--- src/rtl/rgb2gray_pkg.sv ---
// Shared widths, default BT.601-style Q0.8 luminance weights and the rounding
// helper for the rgb_to_gray pipeline.
package rgb2gray_pkg;

    localparam int unsigned PIX_W   = 12;
    localparam int unsigned GRAY_W  = 8;
    localparam int unsigned COORD_W = 16;
    localparam int unsigned K_W     = 8;
    localparam int unsigned PROD_W  = PIX_W + K_W;
    localparam int unsigned SUM_W   = PROD_W + 1;

    localparam int unsigned KR    = 77;
    localparam int unsigned KG    = 150;
    localparam int unsigned KB    = 29;
    localparam int unsigned ROUND = 128;

    // sum[19:8] is the 12-bit luma; its top 8 bits are the gray output.
    function automatic logic [GRAY_W-1:0] sum_to_gray(input logic [SUM_W-1:0] sum);
        return sum[PROD_W-1 -: GRAY_W];
    endfunction

endpackage

--- src/rtl/rgb2gray_mac.sv ---
// Weighted RGB multiply (stage 1) and sum-with-round to 8-bit gray (stage 2).
module rgb2gray_mac
    import rgb2gray_pkg::*;
#(
    parameter int unsigned KR = rgb2gray_pkg::KR,
    parameter int unsigned KG = rgb2gray_pkg::KG,
    parameter int unsigned KB = rgb2gray_pkg::KB
) (
    input  logic              clk,
    input  logic              rst,
    input  logic [PIX_W-1:0]  red,
    input  logic [PIX_W-1:0]  green,
    input  logic [PIX_W-1:0]  blue,
    input  logic              load,
    input  logic              accum,
    output logic [GRAY_W-1:0] gray
);

    logic [PROD_W-1:0] pr;
    logic [PROD_W-1:0] pg;
    logic [PROD_W-1:0] pb;
    logic [SUM_W-1:0]  sum_c;

    // Products only advance on valid pixels so stale data never reaches stage 2.
    always_ff @(posedge clk or posedge rst) begin
        if (rst) begin
            pr <= '0;
            pg <= '0;
            pb <= '0;
        end else if (load) begin
            pr <= PROD_W'(KR) * PROD_W'(red);
            pg <= PROD_W'(KG) * PROD_W'(green);
            pb <= PROD_W'(KB) * PROD_W'(blue);
        end
    end

    // Weights sum to 256, so the rounded total always fits below bit 20.
    assign sum_c = SUM_W'(pr) + SUM_W'(pg) + SUM_W'(pb) + SUM_W'(ROUND);

    always_ff @(posedge clk or posedge rst) begin
        if (rst) begin
            gray <= '0;
        end else if (accum) begin
            gray <= sum_to_gray(sum_c);
        end
    end

endmodule

--- src/rtl/rgb_to_gray.sv ---
// Two-stage RGB-to-luminance converter; carries pixel valid and X/Y
// coordinates alongside the result with matching latency.
module rgb_to_gray
    import rgb2gray_pkg::*;
#(
    parameter int unsigned KR = rgb2gray_pkg::KR,
    parameter int unsigned KG = rgb2gray_pkg::KG,
    parameter int unsigned KB = rgb2gray_pkg::KB
) (
    input  logic               iCLK,
    input  logic               iReset,
    input  logic [PIX_W-1:0]   iRed,
    input  logic [PIX_W-1:0]   iGreen,
    input  logic [PIX_W-1:0]   iBlue,
    input  logic               iDval,
    input  logic [COORD_W-1:0] iX_Cont,
    input  logic [COORD_W-1:0] iY_Cont,
    output logic [GRAY_W-1:0]  oGray,
    output logic               oDval,
    output logic [COORD_W-1:0] oX_Cont,
    output logic [COORD_W-1:0] oY_Cont
);

    if (KR + KG + KB != 256) begin : g_bad_weights
        $fatal(1, "rgb_to_gray: KR+KG+KB must equal 256");
    end

    logic               v1;
    logic [COORD_W-1:0] x1;
    logic [COORD_W-1:0] y1;

    rgb2gray_mac #(
        .KR(KR),
        .KG(KG),
        .KB(KB)
    ) u_mac (
        .clk   (iCLK),
        .rst   (iReset),
        .red   (iRed),
        .green (iGreen),
        .blue  (iBlue),
        .load  (iDval),
        .accum (v1),
        .gray  (oGray)
    );

    // Valid/coordinate delay line kept in step with the MAC stages.
    always_ff @(posedge iCLK or posedge iReset) begin
        if (iReset) begin
            v1      <= 1'b0;
            x1      <= '0;
            y1      <= '0;
            oDval   <= 1'b0;
            oX_Cont <= '0;
            oY_Cont <= '0;
        end else begin
            v1    <= iDval;
            oDval <= v1;
            if (iDval) begin
                x1 <= iX_Cont;
                y1 <= iY_Cont;
            end
            if (v1) begin
                oX_Cont <= x1;
                oY_Cont <= y1;
            end
        end
    end

endmodule

--- config.mk ---
export PLATFORM = sky130hd
export DESIGN_NAME = rgb_to_gray
export DESIGN_NICKNAME = d
export VERILOG_FILES = /design/src/rtl/rgb2gray_pkg.sv /design/src/rtl/rgb2gray_mac.sv /design/src/rtl/rgb_to_gray.sv
export SDC_FILE = /design/constraint.sdc
export NUM_CORES = 1
export LEC_CHECK = 0
export CAP_MARGIN = 20
export CORE_ASPECT_RATIO = 1.5
export CORE_MARGIN = 5
export CORE_UTILIZATION = 64
export CTS_BUF_LIST = sky130_fd_sc_hd__clkbuf_2
export DETAILED_ROUTE_END_ITERATION = 16
export GPL_ROUTABILITY_DRIVEN = 0
export HOLD_SLACK_MARGIN = 0.02
export PLACE_DENSITY = 0.95
export SYNTH_ARGS = -nofsm -noshare
export SYNTH_HDL_FRONTEND = slang
export SYNTH_HIERARCHICAL = 1
export SYNTH_SLANG_ARGS = --single-unit
export TNS_END_PERCENT = 100
--- constraint.sdc ---
create_clock -name iCLK -period 6.6 [get_ports iCLK]
set_input_delay 0.66 -clock iCLK [delete_from_list [all_inputs] [get_ports iCLK]]
set_output_delay 0.66 -clock iCLK [all_outputs]
set_load 0.02 [all_outputs]
==> impl_metrics.ini <==
[run_status]
status = finished clean

[clock_tree]
clkSlewWorstSetupHoldPaths_ns = 0.23
htree_num_levels = 4
tritoncts = done
ctsResizeCount = 0
cell_at_the_root_of_the_clock_tree = clkbuf_2
cts-buffers-inserted = 17
postCtsHoldBufs = 0
clock-sinks = 129
post-cts-setup-buffer-count = 0
worstSkewPairLatency_ns = 0.71
largest_buffer_count_on_any_clock_path = 2

[worst_setup_path]
timing.setup.critical_path_class = input pin to flip-flop
worst_ep_arrival_time_ns = 4.77
worst_setup_path_start_kind = input pin
reg2reg_setup_slack_ns = 3.24
worst_setup_path_end_kind = flip-flop
cp_data_required_time_ns = 7.21
cp_max_fo = 7

[logic_synthesis]
post_synth_num_cell_types = 65
fraction_of_the_yosys_area_taken_by_sequential_cells_pct = 30.2
postSynth.topFlopCell = dfrtp_1
synth_nets = 1251
synth-async-reset-ratio_pct = 100
synthAdderAreaFrac_pct = 31.7
post_synth_mux_area_share_pct = 11.1
yosys.area_share.simple_pct = 5.97
syn-mean-instance-area_um2 = 11.2
synth_top_cell_by_area = dfrtp_1
synth_largest_type_area_fraction_pct = 30.2
ys_top_cells_by_area = dfrtp_1, ha_1, fa_1
synth-xor-area-share_pct = 2.46
compound_cell_area_share_of_the_yosys_netlist_pct = 10.9
synth_edf_count = 0
mappedNetlistArea_um2 = 10700
synth_top_family_by_area = adder cells
synth_warnings = 6
post_synth_inst_count = 949
synth_seq_cells = 129

[cells_and_area]
multiInputGateArea_um2 = 6630
area.sequential_um2 = 3230
fillers = 1021
drive_above_1_share_pct = 13.2
post-route-cell-area_um2 = 12100
area_growth_syn_to_layout_pct = 13.7
final_cell_mix = inv_1, ha_1, dfrtp_1
nets = 1366

[floorplanning]
die_height_um = 168
die_x_um = 115
start_util_pct = 65.3
rows = 57
ios = 112
design.core.area_um2 = 16300
floorplan.die_area_um2 = 19400

[detailed_routing]
detail_route.iter0.violations = 497
detail-route-antenna-nets = 0
avgRoutedWirePerCell_um = 17.4
wirelength_routed_um = 22300
remaining_drc_errors = 0
vias = 7386
drt_first_pass_iters = 4
routed_via_density = 5.75

[power]
cell_leakage_power_nw = 6.21
vdd_drop_max_mv = 0.327
pwr_density_cell_nw_per_um2 = 388

[sta]
final_hold_viol_count = 0
rsz_0062_raised_after_global_routing = no
worst_slew_pin_slew_ns = 0.957
fmaxAchievable_mhz = 241
post-route-period-util_pct = 62.9
aggregate_negative_setup_slack_ns = 0
skew_ns = 0.0339
finalWorstPathRequiredPeriod_ns = 4.15
relSlewSlack_pct = 36.2
setup-violations-final = 0
timing_max_transition_violations_final = 0

[placed_design]
place_hpwl_um = 17600
placed_area_um2 = 11900
buffer_ports.inserted = 111

[run]
maxCapViolations = 0

[global_routing]
grt.total_usage_pct = 23.8
first_global_vias = 8034
global_route_wire_length_before_repair_um = 37200
antenna_found_initial = 1
maximum_number_of_pins_on_one_net_before_global_route_repair = 80
grt.overflow.total = 0

[hold_path]
hold_path_class = input pin to flip-flop
[layer usage]
layer | track usage [%] | vias up | share of wire (%)
li1 | - | 3489 | -
met4 | 9.81 | 0 | 3.3
met1 | 25.6 | 3648 | 38
met2 | 44.6 | 193 | 54
met5 | 0 | - | 0
met3 | 4.52 | 56 | 4.9
[sequential cells by signal, summed over array words and instances, names as in the netlist]
name        flops
v1              1
u_mac/gray      8
oDval           1
u_mac/pr       19
u_mac/pg       19
oX_Cont        16
x1             16
oY_Cont        16
u_mac/pb       17
y1             16
[path summary, 6_finish.rpt]
path | from | end | cells past startpoint
setup reg to reg | u_mac/pr[6]$_DFFE_PP0P_ | u_mac/gray[6]$_DFFE_PP0P_ | 12
setup / recovery | iGreen[6] | u_mac/pg[16]$_DFFE_PP0P_ | 15
max in group asynchronous | iReset | y1[15]$_DFFE_PP0P_ | 3
hold / removal | iDval | v1$_DFF_PP0_ | 1
min in group asynchronous | iReset | y1[11]$_DFFE_PP0P_ | 2
hold reg to reg | u_mac/gray[0]$_DFFE_PP0P_ | u_mac/gray[0]$_DFFE_PP0P_ | 2
[cell usage after synthesis, drive strengths merged, types with 3 or more instances]
| cell | instances |
|---|---|
| inv | 167 |
| ha | 165 |
| dfrtp | 129 |
| mux2 | 82 |
| fa | 66 |
| nand2 | 42 |
| o21ai | 33 |
| a21oi | 31 |
| nor2 | 23 |
| a21o | 19 |
| nor3 | 18 |
| xnor2 | 17 |
| a211oi | 14 |
| buf | 14 |
| xor2 | 13 |
| o31ai | 11 |
| or3 | 11 |
| o21a | 9 |
| nand3 | 8 |
| and3 | 5 |
| clkbuf | 5 |
| o21bai | 5 |
| and2 | 4 |
| mux2i | 4 |
| o211ai | 4 |
| a22o | 3 |
| a31o | 3 |
| nand2b | 3 |
| nand3b | 3 |
| nor2b | 3 |
| o31a | 3 |
| or4 | 3 |
[power breakdown]
part	total (mW)	internal, mW	switching [mW]
sequential	1.14	0.999	0.137
clock	0.505	0.185	0.320
combinational	3.07	1.40	1.66
total	4.71	2.59	2.12
[per-stage QoR]
step	cells	setup WS, ns	utilization [%]	power, mW	hold WS [ns]
after floorplan	949	2.57	-	3.39	0.452
after global placement	1251	1.89	72.8	3.98	0.465
after detailed placement	1251	1.78	72.8	4.13	0.486
after CTS	1283	2.55	74.3	4.69	0.238
after global routing	1284	2.23	74.3	5.13	0.239
final	1284	2.45	74.3	4.71	0.292
[worst max-delay path, stage by stage]
cell and delay, ns:
clkdlybuf4s50_1 0.50, ha_1 0.34, ha_1 0.30, fa_1 0.55, inv_1 0.06, fa_1 0.50
inv_1 0.04, ha_1 0.39, a21o_1 0.19, a21o_1 0.18, a22oi_1 0.28, a31oi_1 0.20
o21a_1 0.23, o21a_1 0.18, o31ai_2 0.16
[cells by family (layout without fill, tap and decap cells)]
kind of cell    count (synthesis)  count (layout)
compound gates                158             158
xor+xnor                       30              30
fa+ha+maj                     231             231
buf+inv                       186             314
flops                         129             129
mux                            86              86
other cells                     0               1
simple gates                  129             129
[cell type report]
class | instances | share of cell area (%)
Antenna cell | 1 | 0.0206
Clock buffer | 19 | 0.783
Clock inverter | 13 | 1.27
Inverter | 167 | 5.16
Multi-Input combinational cell | 634 | 54.7
Sequential cell | 129 | 26.6
Tap cell | 206 | 2.12
Timing Repair Buffer | 115 | 9.38
(Power assumes the default switching activity.)
